### src/rtl/vga_timing_pkg.sv
// Timing constants for 640x480@60 Hz on a 25 MHz pixel clock,
// plus the RGB565 palette shared with the picture generator.
package vga_timing_pkg;

    localparam logic [9:0] H_SYNC   = 10'd96;
    localparam logic [9:0] H_BACK   = 10'd40;
    localparam logic [9:0] H_LEFT   = 10'd8;
    localparam logic [9:0] H_VALID  = 10'd640;
    localparam logic [9:0] H_RIGHT  = 10'd8;
    localparam logic [9:0] H_FRONT  = 10'd8;
    localparam logic [9:0] H_TOTAL  = 10'd800;

    localparam logic [9:0] V_SYNC   = 10'd2;
    localparam logic [9:0] V_BACK   = 10'd25;
    localparam logic [9:0] V_TOP    = 10'd8;
    localparam logic [9:0] V_VALID  = 10'd480;
    localparam logic [9:0] V_BOTTOM = 10'd8;
    localparam logic [9:0] V_FRONT  = 10'd2;
    localparam logic [9:0] V_TOTAL  = 10'd525;

    // Origin and end of the request window, in counter coordinates.
    localparam logic [9:0] HS0    = H_SYNC + H_BACK + H_LEFT;
    localparam logic [9:0] VS0    = V_SYNC + V_BACK + V_TOP;
    localparam logic [9:0] HE0    = HS0 + H_VALID;
    localparam logic [9:0] VE0    = VS0 + V_VALID;
    localparam logic [9:0] H_LAST = H_TOTAL - 10'd1;
    localparam logic [9:0] V_LAST = V_TOTAL - 10'd1;

    localparam logic [9:0] PIX_NONE = 10'h3FF;

    localparam logic [15:0] RGB_BLACK  = 16'h0000;
    localparam logic [15:0] RGB_WHITE  = 16'hFFFF;
    localparam logic [15:0] RGB_RED    = 16'hF800;
    localparam logic [15:0] RGB_GREEN  = 16'h07E0;
    localparam logic [15:0] RGB_BLUE   = 16'h001F;
    localparam logic [15:0] RGB_YELLOW = 16'hFFE0;

endpackage

### src/rtl/vga_ctrl.sv
// VGA timing generator: line/frame counters, pixel request coordinates and
// one register stage that aligns sync, valid and colour on the output pins.
module vga_ctrl
    import vga_timing_pkg::*;
(
    input  logic        vga_clk,
    input  logic        sys_rst_n,
    input  logic [15:0] pix_data,
    output logic [9:0]  pix_x,
    output logic [9:0]  pix_y,
    output logic        hsync,
    output logic        vsync,
    output logic        rgb_valid,
    output logic [15:0] rgb,
    output logic        frame_start
);

    logic [9:0] cnt_h;
    logic [9:0] cnt_v;
    logic       h_end;
    logic       req;

    assign h_end = (cnt_h == H_LAST);

    always_ff @(posedge vga_clk or negedge sys_rst_n) begin
        if (!sys_rst_n) begin
            cnt_h <= 10'd0;
        end else if (h_end) begin
            cnt_h <= 10'd0;
        end else begin
            cnt_h <= cnt_h + 10'd1;
        end
    end

    always_ff @(posedge vga_clk or negedge sys_rst_n) begin
        if (!sys_rst_n) begin
            cnt_v <= 10'd0;
        end else if (h_end) begin
            if (cnt_v == V_LAST) begin
                cnt_v <= 10'd0;
            end else begin
                cnt_v <= cnt_v + 10'd1;
            end
        end
    end

    assign req = (cnt_h >= HS0) && (cnt_h < HE0) && (cnt_v >= VS0) && (cnt_v < VE0);

    // The picture generator answers combinationally, so pix_data belongs to
    // the coordinates presented in this same cycle.
    assign pix_x = req ? (cnt_h - HS0) : PIX_NONE;
    assign pix_y = req ? (cnt_v - VS0) : PIX_NONE;

    always_ff @(posedge vga_clk or negedge sys_rst_n) begin
        if (!sys_rst_n) begin
            hsync       <= 1'b0;
            vsync       <= 1'b0;
            rgb_valid   <= 1'b0;
            rgb         <= 16'h0000;
            frame_start <= 1'b0;
        end else begin
            hsync       <= (cnt_h < H_SYNC);
            vsync       <= (cnt_v < V_SYNC);
            rgb_valid   <= req;
            rgb         <= req ? pix_data : RGB_BLACK;
            frame_start <= (cnt_h == 10'd0) && (cnt_v == 10'd0);
        end
    end

endmodule

### config.mk
export PLATFORM = sky130hd
export DESIGN_NAME = vga_ctrl
export DESIGN_NICKNAME = d
export VERILOG_FILES = /design/src/rtl/vga_timing_pkg.sv /design/src/rtl/vga_ctrl.sv
export SDC_FILE = /design/constraint.sdc
export NUM_CORES = 1
export LEC_CHECK = 0
export BUFFER_PORTS_ARGS = -buffer_cell sky130_fd_sc_hd__buf_4
export CORE_MARGIN = 1
export CORE_UTILIZATION = 56
export CTS_CLUSTER_SIZE = 30
export DETAILED_ROUTE_END_ITERATION = 12
export PLACE_DENSITY = 0.92
export REMOVE_ABC_BUFFERS = 1
export SLEW_MARGIN = 20
export SYNTH_ARGS = -nofsm -noshare
export SYNTH_HDL_FRONTEND = slang
export SYNTH_SLANG_ARGS = --single-unit
### constraint.sdc
create_clock -name vga_clk -period 4.6 [get_ports vga_clk]
set_clock_uncertainty 0.2 [all_clocks]
set_input_delay 0.69 -clock vga_clk [delete_from_list [all_inputs] [get_ports vga_clk]]
set_output_delay 0.69 -clock vga_clk [all_outputs]
set_load 0.02 [all_outputs]
==> metrics.yaml <==
route:
  viasPerCell: 5.77
  wl_met3_um: 356
  wl_per_cell_um: 14.5
  dr.max_layer_used: "met4"
  vias: 1880
  dr.pass1.iters: 4
  post-route-drc-count: 0
  drt-total-wl_um: 4710
  drt_iter0_drc: 129
  wl_met2_um: 2210
  met1_length_um: 2070
  detail-route-antenna-nets: 0
synthesis:
  synth.avg_cell_area_um2: 9.49
  yosysUniqueCellTypes: 39
  yosysSeqAreaShare: 0.455
  synth_area_um2: 2200
  ys_warn_count: 0
  synth-seq-cells: 40
  netlist_instances: 232
sta:
  period_minus_slack_ns: 3.68
  tns_ns: 0
  rsz0062_at_grt: "no"
  fmax_mhz: 272
  worst_pin_slew_ns: 1.00
  post-route-period-util: 0.800
  setup_viol: 0
  hold_violations: 0
  slew_viol_final: 0
  slew_headroom: 0.333
  fin_ws_ns: 0.920
clocking:
  cts_buffers: 5
  cts_tree: "yes"
  root_buffer: "clkbuf_8"
  htreeDepth: 2
  cts_resized: 0
  clk_pin_slew_ns: 0.07
  clock_latency_ns: 0.29
  cts_hold_buf: 0
  cts_setup_buffers: 0
  clk_path_buf_depth: 2
  cts.sinks: 40
global_route:
  grt_overflow: 0
  grt_start_max_net_pins: 41
  grt_first_pass_wirelength_um: 7760
  antenna_found_initial: 0
  grt_pass1_vias: 1672
  grt_util_all_layers: 0.245
final_layout:
  ff_latch_area_um2: 1000
  synthToLayoutAreaGrowth_pct: 21.5
  num-nets-final: 304
  finalNonFillerCells: 326
  n_fill_cell: 271
  antennaDiodeCount: 0
  multi_input_area_um2: 1060
  drive_gt1_frac: 0.248
place:
  port_buffers: 57
  gp_congestion: 0.928
  place_ws_ns: 1.28
  placedCellCount: 319
  hpwl_um: 3320
critical_path:
  path_max_fanout: 27
  end_kind: "output pin"
  worstSetupPathType: "register to output pin"
  worstPathArrival_ns: 2.79
  crit_required_ns: 3.71
  cp-start-kind: "register"
power_and_ir_drop:
  power_leakage_nw: 1.32
  vdd.ir_drop.worst_v: 0.000163
  power.density_nw_per_um2: 219
floorplan:
  core-area_um2: 3720
  rows: 22
  fp.dieH_um: 64.7
  start_util: 0.592
  io_pins: 58
  dieWidth_um: 64.7
  die-area_um2: 4180
min_path:
  hold_class: "input port to asynchronous set/reset pin"
job:
  maxCapViolations: 0
status:
  outcome: "finished, final reports clean"
## final cells by class
| type | instances | area share |
|---|---|---|
| multi-input cells | 163 | 0.398 |
| flip-flops and latches | 40 | 0.374 |
| repair buffers | 58 | 0.163 |
| clock buffers | 6 | 0.0271 |
| well taps | 48 | 0.0225 |
| inverters | 10 | 0.0140 |
| clock inverters | 1 | 0.00187 |
## kinds of logic after synthesis
kind of cell,count (synthesis),share of synthesized area
flip-flops,40,0.455
buffers and inverters,29,0.0620
multiplexers,1,0.00455
AO/OA/AOI/OAI,27,0.0893
adder cells (fa/ha/maj),8,0.0455
AND/OR/NAND/NOR,106,0.260
XOR/XNOR,21,0.0836
## synthesized netlist by cell type
cell | count | area, um2
nor3b_1 | 1 | 7.51
a311o_1 | 1 | 10.0
and4_1 | 1 | 8.76
o31ai_1 | 1 | 7.51
a32o_1 | 1 | 10.0
buf_4 | 1 | 7.51
nand2_1 | 17 | 63.8
nor2b_1 | 1 | 6.26
a21oi_2 | 1 | 8.76
buf_6 | 3 | 33.8
mux2i_1 | 1 | 10.0
and2_1 | 1 | 6.26
buf_1 | 1 | 3.75
nor4_1 | 1 | 6.26
nand4b_1 | 1 | 8.76
a31oi_1 | 2 | 12.5
inv_1 | 10 | 37.5
nor3_1 | 6 | 30.0
nand4_1 | 4 | 25.0
clkbuf_1 | 13 | 48.8
a2111o_1 | 1 | 11.3
and3_1 | 21 | 131
xnor2_1 | 15 | 131
xor2_1 | 6 | 52.6
o21ai_0 | 9 | 45.0
dfrtp_1 | 40 | 1000
nor4_4 | 1 | 21.3
or3_1 | 5 | 31.3
ha_1 | 8 | 100
nand3_1 | 32 | 160
a21boi_0 | 1 | 7.51
o22ai_1 | 1 | 6.26
nor2_1 | 12 | 45.0
o41ai_2 | 1 | 16.3
and4bb_2 | 1 | 12.5
clkbuf_2 | 1 | 5.00
a21oi_1 | 7 | 35.0
a311oi_4 | 1 | 26.3
nor4b_1 | 1 | 8.76
## metrics by stage
stage	power (mW)	hold slack, ns	instance area [um2]	utilization
6_report	0.586	0.158	2680	0.720
5_1_grt	0.611	0.185	2680	0.720
4_1_cts	0.590	0.169	2680	0.720
3_5_place_dp	0.376	0.315	2600	0.699
3_3_place_gp	0.376	0.300	2600	0.699
2_1_floorplan	0.358	0.194	2100	-
## where the power goes
group	internal (mW)	switching [mW]
Sequential	0.352	0
Combinational	0.00905	0.00820
Clock	0.103	0.114
Total	0.464	0.122
## routing by layer
metal / vias up / GRT usage
li1: 890 / -
met1: 883 / 0.330
met2: 98 / 0.384
met3: 9 / 0.0581
met4: 0 / 0.0917
met5: - / 0
## registers in the layout, indices dropped and copies added (netlist names)
signal / flops
frame_start: 1
hsync: 1
cnt_h: 10
cnt_v: 10
rgb_valid: 1
vsync: 1
rgb: 16
## critical path: stages, from the launching register on
cell and delay (ns):
dfrtp_1 0.49, inv_1 0.10, ha_1 0.25, inv_1 0.06, o21ai_0 0.22, a311oi_4 0.94, nand3_1 0.20, buf_4 0.22
## cells in the final DEF (no fill, tap or decap), types with 2 or more instances in the layout
cell type	count
buf_4	58
dfrtp_1	40
nand3_1	32
and3_1	21
nand2_1	17
xnor2_1	15
nor2_1	12
inv_1	10
o21ai_0	9
ha_1	8
a21oi_1	7
nor3_1	6
xor2_1	6
or3_1	5
clkbuf_8	5
nand4_1	4
a31oi_1	2
## worst paths after layout
check	startpoint	endpoint	slack [ns]	cells past startpoint
worst max-delay path	cnt_h[4]	pix_y[3]	0.92	7
worst max register to register	cnt_h[4]	rgb[2]	1.82	7
worst min register to register	cnt_h[0]	cnt_h[0]	0.33	1
worst min-delay path	sys_rst_n	cnt_h[4]	0.16	1
min in group vga_clk	cnt_h[0]	cnt_h[0]	0.33	1
max in group asynchronous	sys_rst_n	rgb[9]	3.70	1
No activity file was read; power rests on OpenSTA's default activity.
